<file path="config.mk">
export PLATFORM = sky130hd
export DESIGN_NAME = fifo_wr_arbiter_flat
export DESIGN_NICKNAME = d
export VERILOG_FILES = /design/src/rtl/fifo_pkg.sv /design/src/rtl/fifo_wr_arbiter_if.sv /design/src/rtl/fifo_wr_arbiter_rr.sv /design/src/rtl/fifo_wr_arbiter.sv /design/src/flat_wrapper.sv
export SDC_FILE = /design/constraint.sdc
export NUM_CORES = 1
export LEC_CHECK = 0
export ABC_AREA = 1
export CAP_MARGIN = 20
export CORE_MARGIN = 10
export CORE_UTILIZATION = 40
export CTS_CLUSTER_SIZE = 25
export DETAILED_ROUTE_END_ITERATION = 8
export PLACE_DENSITY_LB_ADDON = 0.25
export SYNTH_ARGS = -nofsm -noshare
export SYNTH_HDL_FRONTEND = slang
export SYNTH_SLANG_ARGS = --single-unit
</file>
<file path="constraint.sdc">
create_clock -name WCLK -period 5.94 [get_ports WCLK]
set_input_delay 1.188 -clock WCLK [delete_from_list [all_inputs] [get_ports WCLK]]
set_output_delay 1.188 -clock WCLK [all_outputs]
set_load 0.02 [all_outputs]
</file>
<file path="src/rtl/fifo_pkg.sv">
// ---------------------------------------------------------------------------
// fifo_pkg
//   Shared helpers for both sides of the async FIFO. The write-side arbiter
//   and the read-side empty logic both use them.
//   - fifo_depth : number of entries for a given address width
//   - bin2gray   : binary to reflected Gray code
//   - gray2bin   : reflected Gray code to binary
//   The conversions work on 32-bit values. Callers zero-extend their
//   pointers going in and truncate the result coming out, so one function
//   serves every pointer width.
// ---------------------------------------------------------------------------
package fifo_pkg;

  function automatic int fifo_depth(input int addr_size);
    return 1 << addr_size;
  endfunction

  function automatic logic [31:0] bin2gray(input logic [31:0] b);
    return b ^ (b >> 1);
  endfunction

  // Each binary bit is the XOR of all Gray bits at or above it.
  function automatic logic [31:0] gray2bin(input logic [31:0] g);
    logic [31:0] b;
    b[31] = g[31];
    for (int i = 30; i >= 0; i--) begin
      b[i] = b[i+1] ^ g[i];
    end
    return b;
  endfunction

endpackage

</file>
<file path="src/rtl/fifo_wr_arbiter_if.sv">
// ---------------------------------------------------------------------------
// fifo_wr_arbiter_if
//   Write-side bus of the async FIFO. It groups the requester handshake, the
//   memory write port, the synchronized read pointer and the status flags.
//   master : requesters / read-pointer synchronizer / memory (environment)
//   slave  : fifo_wr_arbiter
//   Signals:
//     REQ, REQ_DATA   requester write requests and their packed words
//     GNT             one-hot grant back to the requesters
//     WQ2_RPTR        Gray read pointer after the 2-flop synchronizer
//     WCLKEN, WADDR,
//     WDATA           memory write port
//     WPTR            Gray write pointer, sent to the write-to-read sync
//     WFULL, WALMOST_FULL, WLEVEL   registered status
// ---------------------------------------------------------------------------
interface fifo_wr_arbiter_if #(
  parameter int ADDR_SIZE = 4,
  parameter int DATA_SIZE = 8,
  parameter int NUM_REQ   = 4
);

  logic [NUM_REQ-1:0]           REQ;
  logic [NUM_REQ*DATA_SIZE-1:0] REQ_DATA;
  logic [NUM_REQ-1:0]           GNT;
  logic [ADDR_SIZE:0]           WQ2_RPTR;
  logic                         WCLKEN;
  logic [ADDR_SIZE-1:0]         WADDR;
  logic [DATA_SIZE-1:0]         WDATA;
  logic [ADDR_SIZE:0]           WPTR;
  logic                         WFULL;
  logic                         WALMOST_FULL;
  logic [ADDR_SIZE:0]           WLEVEL;

  modport master (
    output REQ, REQ_DATA, WQ2_RPTR,
    input  GNT, WCLKEN, WADDR, WDATA, WPTR, WFULL, WALMOST_FULL, WLEVEL
  );

  modport slave (
    input  REQ, REQ_DATA, WQ2_RPTR,
    output GNT, WCLKEN, WADDR, WDATA, WPTR, WFULL, WALMOST_FULL, WLEVEL
  );

endinterface

</file>
<file path="src/rtl/fifo_wr_arbiter_rr.sv">
// ---------------------------------------------------------------------------
// rr_arbiter
//   Combinational round-robin arbiter with a registered priority pointer.
//   The search for a requester starts at the priority pointer and wraps. After
//   a grant, the pointer moves to the slot just past the winner. This way a
//   lone requester wins every cycle and contending requesters take turns.
//   Ports:
//     clk  in   clock
//     rst  in   synchronous active-high reset (priority returns to slot 0)
//     en   in   grant enable; no grant is issued while low
//     req  in   request vector
//     gnt  out  one-hot grant (all zero when nothing is granted)
// ---------------------------------------------------------------------------
module rr_arbiter #(
  parameter int NUM_REQ = 4
) (
  input  logic               clk,
  input  logic               rst,
  input  logic               en,
  input  logic [NUM_REQ-1:0] req,
  output logic [NUM_REQ-1:0] gnt
);

  localparam int PW = (NUM_REQ > 1) ? $clog2(NUM_REQ) : 1;

  logic [PW-1:0] prio_q;
  logic [PW-1:0] prio_nx;
  int            idx;

  // NOTE: every signal written here gets a default at the top of the block.
  // That prevents latch inference when no requester matches.
  always_comb begin
    gnt     = '0;
    prio_nx = prio_q;
    idx     = 0;
    if (en) begin
      for (int k = 0; k < NUM_REQ; k++) begin
        idx = (int'(prio_q) + k) % NUM_REQ;
        if (req[idx] && (gnt == '0)) begin
          gnt[idx] = 1'b1;
          prio_nx  = PW'((idx + 1) % NUM_REQ);
        end
      end
    end
  end

  // NOTE: sequential state uses non-blocking assignments only.
  // Reset is synchronous, so it is sampled at the clock edge like any other input.
  always_ff @(posedge clk) begin
    if (rst) begin
      prio_q <= '0;
    end else begin
      prio_q <= prio_nx;
    end
  end

endmodule

</file>
<file path="src/rtl/fifo_wr_arbiter.sv">
// ---------------------------------------------------------------------------
// fifo_wr_arbiter
//   Write-side controller of the async FIFO, in the WCLK domain. It shares the
//   single memory write port among NUM_REQ requesters through rr_arbiter. It
//   owns the binary/Gray write pointer and derives WFULL, WALMOST_FULL and
//   WLEVEL from the synchronized Gray read pointer. The flags are pessimistic:
//   a read is seen only after the synchronizer, so they clear late but never
//   early.
//   Ports:
//     WCLK    in     write-domain clock
//     WRST    in     synchronous reset, active-high
//     wr_bus  slave  see fifo_wr_arbiter_if (REQ/REQ_DATA/GNT handshake,
//                    WQ2_RPTR in, memory write port and status out)
// ---------------------------------------------------------------------------
module fifo_wr_arbiter
  import fifo_pkg::*;
#(
  parameter int ADDR_SIZE = 4,
  parameter int DATA_SIZE = 8,
  parameter int NUM_REQ   = 4,
  parameter int AFULL_TH  = 2
) (
  input  logic              WCLK,
  input  logic              WRST,
  fifo_wr_arbiter_if.slave  wr_bus
);

  localparam int                 PW      = ADDR_SIZE + 1;
  localparam int                 DEPTH   = fifo_depth(ADDR_SIZE);
  localparam logic [ADDR_SIZE:0] DEPTH_W = PW'(DEPTH);
  localparam logic [ADDR_SIZE:0] AF_TH_W = PW'(AFULL_TH);

  logic [ADDR_SIZE:0]   wbin_q;
  logic [ADDR_SIZE:0]   wptr_q;
  logic                 wfull_q;
  logic                 wafull_q;
  logic [ADDR_SIZE:0]   wlevel_q;

  logic [NUM_REQ-1:0]   gnt;
  logic                 wclken;
  logic [DATA_SIZE-1:0] wdata;
  logic [ADDR_SIZE:0]   wbin_nx;
  logic [ADDR_SIZE:0]   wgray_nx;
  logic [ADDR_SIZE:0]   rbin;
  logic [ADDR_SIZE:0]   level_nx;
  logic [ADDR_SIZE:0]   free_nx;
  logic [ADDR_SIZE:0]   full_cmp;
  logic                 full_nx;
  logic                 afull_nx;

  // Arbitration is blocked during reset and while full. The in-flight request
  // at a reset edge is therefore dropped, and a full FIFO is never written.
  rr_arbiter #(
    .NUM_REQ (NUM_REQ)
  ) u_rr (
    .clk (WCLK),
    .rst (WRST),
    .en  (~WRST & ~wfull_q),
    .req (wr_bus.REQ),
    .gnt (gnt)
  );

  assign wclken = |gnt;

  // Data mux. The grant is one-hot, so OR-ing the masked slices selects the
  // winner's word, and the result is zero when nothing is granted.
  always_comb begin
    wdata = '0;
    for (int i = 0; i < NUM_REQ; i++) begin
      if (gnt[i]) begin
        wdata = wdata | wr_bus.REQ_DATA[i*DATA_SIZE +: DATA_SIZE];
      end
    end
  end

  // Next-state pointer math. It wraps mod 2*DEPTH, and the MSB is the lap bit.
  // A read seen on WQ2_RPTR and a write in the same cycle both land here, so
  // the level is unchanged when both happen.
  always_comb begin
    wbin_nx  = wbin_q + {{ADDR_SIZE{1'b0}}, wclken};
    wgray_nx = PW'(bin2gray(32'(wbin_nx)));
    rbin     = PW'(gray2bin(32'(wr_bus.WQ2_RPTR)));
    level_nx = wbin_nx - rbin;
    free_nx  = DEPTH_W - level_nx;
    // Full in Gray space: the write pointer is one lap ahead of the read
    // pointer. That means the top two Gray bits are inverted and the rest match.
    full_cmp = {~wr_bus.WQ2_RPTR[ADDR_SIZE:ADDR_SIZE-1],
                wr_bus.WQ2_RPTR[ADDR_SIZE-2:0]};
    full_nx  = (wgray_nx == full_cmp);
    afull_nx = (free_nx <= AF_TH_W);
  end

  always_ff @(posedge WCLK) begin
    if (WRST) begin
      wbin_q   <= '0;
      wptr_q   <= '0;
      wfull_q  <= 1'b0;
      wafull_q <= 1'b0;
      wlevel_q <= '0;
    end else begin
      wbin_q   <= wbin_nx;
      wptr_q   <= wgray_nx;
      wfull_q  <= full_nx;
      wafull_q <= afull_nx;
      wlevel_q <= level_nx;
    end
  end

  assign wr_bus.GNT          = gnt;
  assign wr_bus.WCLKEN       = wclken;
  assign wr_bus.WADDR        = wbin_q[ADDR_SIZE-1:0];
  assign wr_bus.WDATA        = wdata;
  assign wr_bus.WPTR         = wptr_q;
  assign wr_bus.WFULL        = wfull_q;
  assign wr_bus.WALMOST_FULL = wafull_q;
  assign wr_bus.WLEVEL       = wlevel_q;

endmodule

</file>
<file path="src/flat_wrapper.sv">
// flat-port wrapper written by rule: the top's interface ports become plain ports
module fifo_wr_arbiter_flat import fifo_pkg::*;
#(
  parameter int ADDR_SIZE = 4,
  parameter int DATA_SIZE = 8,
  parameter int NUM_REQ   = 4,
  parameter int AFULL_TH  = 2
)
  (WCLK, WRST, wr_bus_REQ, wr_bus_REQ_DATA, wr_bus_WQ2_RPTR, wr_bus_GNT, wr_bus_WCLKEN, wr_bus_WADDR, wr_bus_WDATA, wr_bus_WPTR, wr_bus_WFULL, wr_bus_WALMOST_FULL, wr_bus_WLEVEL);
  fifo_wr_arbiter_if #(.ADDR_SIZE(ADDR_SIZE), .DATA_SIZE(DATA_SIZE), .NUM_REQ(NUM_REQ)) wr_bus_i ();
  input  logic WCLK;
  input  logic WRST;
  input wire logic [$bits(wr_bus_i.REQ)-1:0] wr_bus_REQ;
  input wire logic [$bits(wr_bus_i.REQ_DATA)-1:0] wr_bus_REQ_DATA;
  input wire logic [$bits(wr_bus_i.WQ2_RPTR)-1:0] wr_bus_WQ2_RPTR;
  output wire logic [$bits(wr_bus_i.GNT)-1:0] wr_bus_GNT;
  output wire logic [$bits(wr_bus_i.WCLKEN)-1:0] wr_bus_WCLKEN;
  output wire logic [$bits(wr_bus_i.WADDR)-1:0] wr_bus_WADDR;
  output wire logic [$bits(wr_bus_i.WDATA)-1:0] wr_bus_WDATA;
  output wire logic [$bits(wr_bus_i.WPTR)-1:0] wr_bus_WPTR;
  output wire logic [$bits(wr_bus_i.WFULL)-1:0] wr_bus_WFULL;
  output wire logic [$bits(wr_bus_i.WALMOST_FULL)-1:0] wr_bus_WALMOST_FULL;
  output wire logic [$bits(wr_bus_i.WLEVEL)-1:0] wr_bus_WLEVEL;
  assign wr_bus_i.REQ = wr_bus_REQ;
  assign wr_bus_i.REQ_DATA = wr_bus_REQ_DATA;
  assign wr_bus_i.WQ2_RPTR = wr_bus_WQ2_RPTR;
  assign wr_bus_GNT = wr_bus_i.GNT;
  assign wr_bus_WCLKEN = wr_bus_i.WCLKEN;
  assign wr_bus_WADDR = wr_bus_i.WADDR;
  assign wr_bus_WDATA = wr_bus_i.WDATA;
  assign wr_bus_WPTR = wr_bus_i.WPTR;
  assign wr_bus_WFULL = wr_bus_i.WFULL;
  assign wr_bus_WALMOST_FULL = wr_bus_i.WALMOST_FULL;
  assign wr_bus_WLEVEL = wr_bus_i.WLEVEL;
  fifo_wr_arbiter #(.ADDR_SIZE(ADDR_SIZE), .DATA_SIZE(DATA_SIZE), .NUM_REQ(NUM_REQ), .AFULL_TH(AFULL_TH)) u_core (.WCLK(WCLK), .WRST(WRST), .wr_bus(wr_bus_i));
endmodule
</file>
==> metrics.txt <==
Global Route Usage Sum=13.3%; DPL Wire Length=4.25 mm; initial antenna violation count=0; post-layout min period=5.20 ns; Area Overhead vs Synth=45.4%; pre-CTS WS=0.558 ns; PwrDens=654 nW/um^2; core box area=4380 um^2; hold slack final=0.603 ns; largest net degree at the start of global routing=39; combinational share of power=83.8%; startpoint types=input pin; DR iter-0 viols=112; DP Area=2580 um^2; skew final=0.00275 ns; Leak Pwr=1.32 nW; Crit Path Max Fanout=9; Worst Tran Pin Value=0.441 ns; CTS Sinks=18; Seq cells post-synth=18; residual DRC count=0; Die Y=87.3 um; CTS Hold Bufs=0; Layout fillers=421; Pins Over Slew Limit=0; top cell type's share of synthesized area=19.9%; Post-layout nets=418; via/cell ratio=4.90; clock tree root buffer cell=clkbuf_8; fin worst setup slack=0.739 ns; synth unique cells=28; Clock Power Share=5.7%; Mapped Nets=346; Final setup viols=0; GP Congestion=0.925; CP Capture Type=flop; postcts setup bufs=0; Congestion Overflow GR=0; Hold Path Class=flop to flop; sequential-to-total area share from yosys stat=19.9%; Critical Path RT=6.12 ns; Psw=0.947 mW; Setup CP Type=input pin to flop; DIE AREA=7630 um^2; Yosys top cell by area=dfxtp_1; layout cells sized above 1=7.00%; share of total power in sequential cells=10.6%; max cap viols=0; Max IR drop VDD=0.391 mV; ant diodes=0; sw frac=54.9%; post-synthesis cell count=286; first-pass GRT wire length=8.53 mm; Max Buffers Root-to-Sink=2; unrepaired setup endpoints after global routing=no; clk_lat worst skew=0.25 ns; Rel. slew slack=70.5%; overall die width=87.3 um; via count=2006; Int Pwr=0.778 mW; Post-DRT Antenna Nets=0; fin area=2640 um^2; Yosys warnings=0; vias in the first global route=1881; crit path DAT=5.38 ns; FMAX=192 MHz; # rows=24; Netlist Area Pre-Place=1810 um^2; CTS resizes=0; outcome=finished, final reports clean; CTS tree=yes; top cells by area, synth=dfxtp_1 20%, nand3_1 15%, nand2_1 14%; RR Startpoint=u_core.u_rr.prio_q[0]; hold path start=u_core.wr_bus.WPTR[4]; area of the multi-input gates=1240 um^2; I/O Buffers=71; FF/Latch Area=360 um^2; IO Count=72; Initial Util=41.4%; final worst-path cycle share=87.6%; Final Hold Vio Count=0; TNS Setup=0 ns; clock transition at the registers of the reported paths=0.07 ns; total CTS buffers=3; worst setup path startpoint=wr_bus_REQ[2]; detailed-route wire length per cell=12.8 um; average size of a mapped cell=6.34 um^2; TritonRoute pass-1 iters=4; H-tree levels=1; Total Routed Length=5.25 mm
==> sequential cells by signal (all words and copies together), names as in the netlist <==
| register | count |
|---|---|
| u_core.wr_bus.WLEVEL | 5 |
| u_core.wbin_q | 4 |
| u_core.wr_bus.WFULL | 1 |
| u_core.wr_bus.WPTR | 5 |
| u_core.u_rr.prio_q | 2 |
| u_core.wr_bus.WALMOST_FULL | 1 |
==> per-layer routing <==
layer	global-route usage, %	part of all wire [%]	vias up
met5	0	0	-
met4	3.91	1.2	0
met3	3.09	8.6	6
met2	20.9	44	65
met1	17.5	46	888
li1	-	-	1047
==> stage by stage <==
stage	utilization (%)	total power, mW	instances
floorplan	-	1.18	286
global placement	58.9	1.61	405
detailed placement	58.9	1.63	405
CTS	60.2	1.74	409
global route	60.2	1.93	409
finish	60.2	1.72	409
==> worst max-delay path: stages <==
cell and delay (ns):
clkdlybuf4s50_1 0.49, nand2_1 0.07, nand2_1 0.09, nand2_1 0.08
nand2_2 0.13, o31ai_4 0.11, nand3_2 0.11, nand3_1 0.10
nor2_1 0.21, nand3_1 0.10, nand2_1 0.14, nor2_4 0.06
nand3_1 0.12, nand2_2 0.15, nand2_1 0.11, nand4_1 0.13
ha_1 0.24, ha_1 0.22, xor2_1 0.38, ha_1 0.36
a31oi_1 0.20, nand2_1 0.09, xnor2_1 0.24, nand3b_1 0.11
a21oi_1 0.15
==> path summary, 6_finish.rpt <==
check                                                  end  slack, ns  depth (start not counted)
worst min-delay path                 u_core.wr_bus.WPTR[4]       0.60                          2
worst min register to register       u_core.wr_bus.WPTR[4]       0.60                          2
worst max-delay path            u_core.wr_bus.WALMOST_FULL       0.74                         25
worst max register to register  u_core.wr_bus.WALMOST_FULL       1.20                         27
==> synth_stat cells <==
| library cell | n |
|---|---|
| a211o_1 | 1 |
| a21oi_1 | 2 |
| a31oi_1 | 3 |
| buf_1 | 2 |
| buf_2 | 2 |
| clkbuf_1 | 2 |
| clkinv_1 | 1 |
| dfxtp_1 | 18 |
| ha_1 | 17 |
| inv_1 | 46 |
| inv_2 | 4 |
| nand2_1 | 67 |
| nand2_2 | 5 |
| nand3_1 | 55 |
| nand3_2 | 3 |
| nand3b_1 | 1 |
| nand4_1 | 4 |
| nor2_1 | 21 |
| nor2_4 | 2 |
| nor3_1 | 1 |
| o211ai_1 | 2 |
| o21ai_0 | 5 |
| o21ai_1 | 2 |
| o31ai_4 | 1 |
| xnor2_1 | 4 |
| xnor2_2 | 1 |
| xor2_1 | 12 |
| xor2_2 | 2 |
==> logic make-up (layout without fill, tap and decap cells) <==
logic type      count (synthesis)  in the layout  share of synthesized area, %
buf+inv                        57            128                          11.9
fa+ha+maj                      17             17                          11.7
xor+xnor                       19             19                          10.4
compound gates                 16             16                          6.00
flops                          18             18                          19.9
simple gates                  159            159                          40.1
==> cells in the final DEF, fill, tap and decap left out, types with 5 or more instances in the layout <==
cell,instances
inv_1,46
clkdlybuf4s50_1,71
ha_1,17
nor2_1,20
nand2_1,67
nand3_1,55
xor2_1,12
nand2_2,5
dfxtp_1,18
o21ai_0,5
==> area by class of cell <==
| class | count | share of cell area (%) |
|---|---|---|
| Tap cell | 52 | 2.47 |
| Timing Repair Buffer | 73 | 27.5 |
| Multi-Input combinational cell | 211 | 47.0 |
| Clock buffer | 4 | 2.09 |
| Inverter | 51 | 7.26 |
| Sequential cell | 18 | 13.7 |
==> power by group through the flow <==
stage,logic (mW),clock network [mW],registers (mW)
floorplan,0.970,0,0.212
global placement,1.43,0,0.184
detailed placement,1.44,0,0.184
CTS,1.45,0.101,0.183
global route,1.64,0.106,0.187
finish,1.44,0.0978,0.182
(Power assumes the default switching activity.)
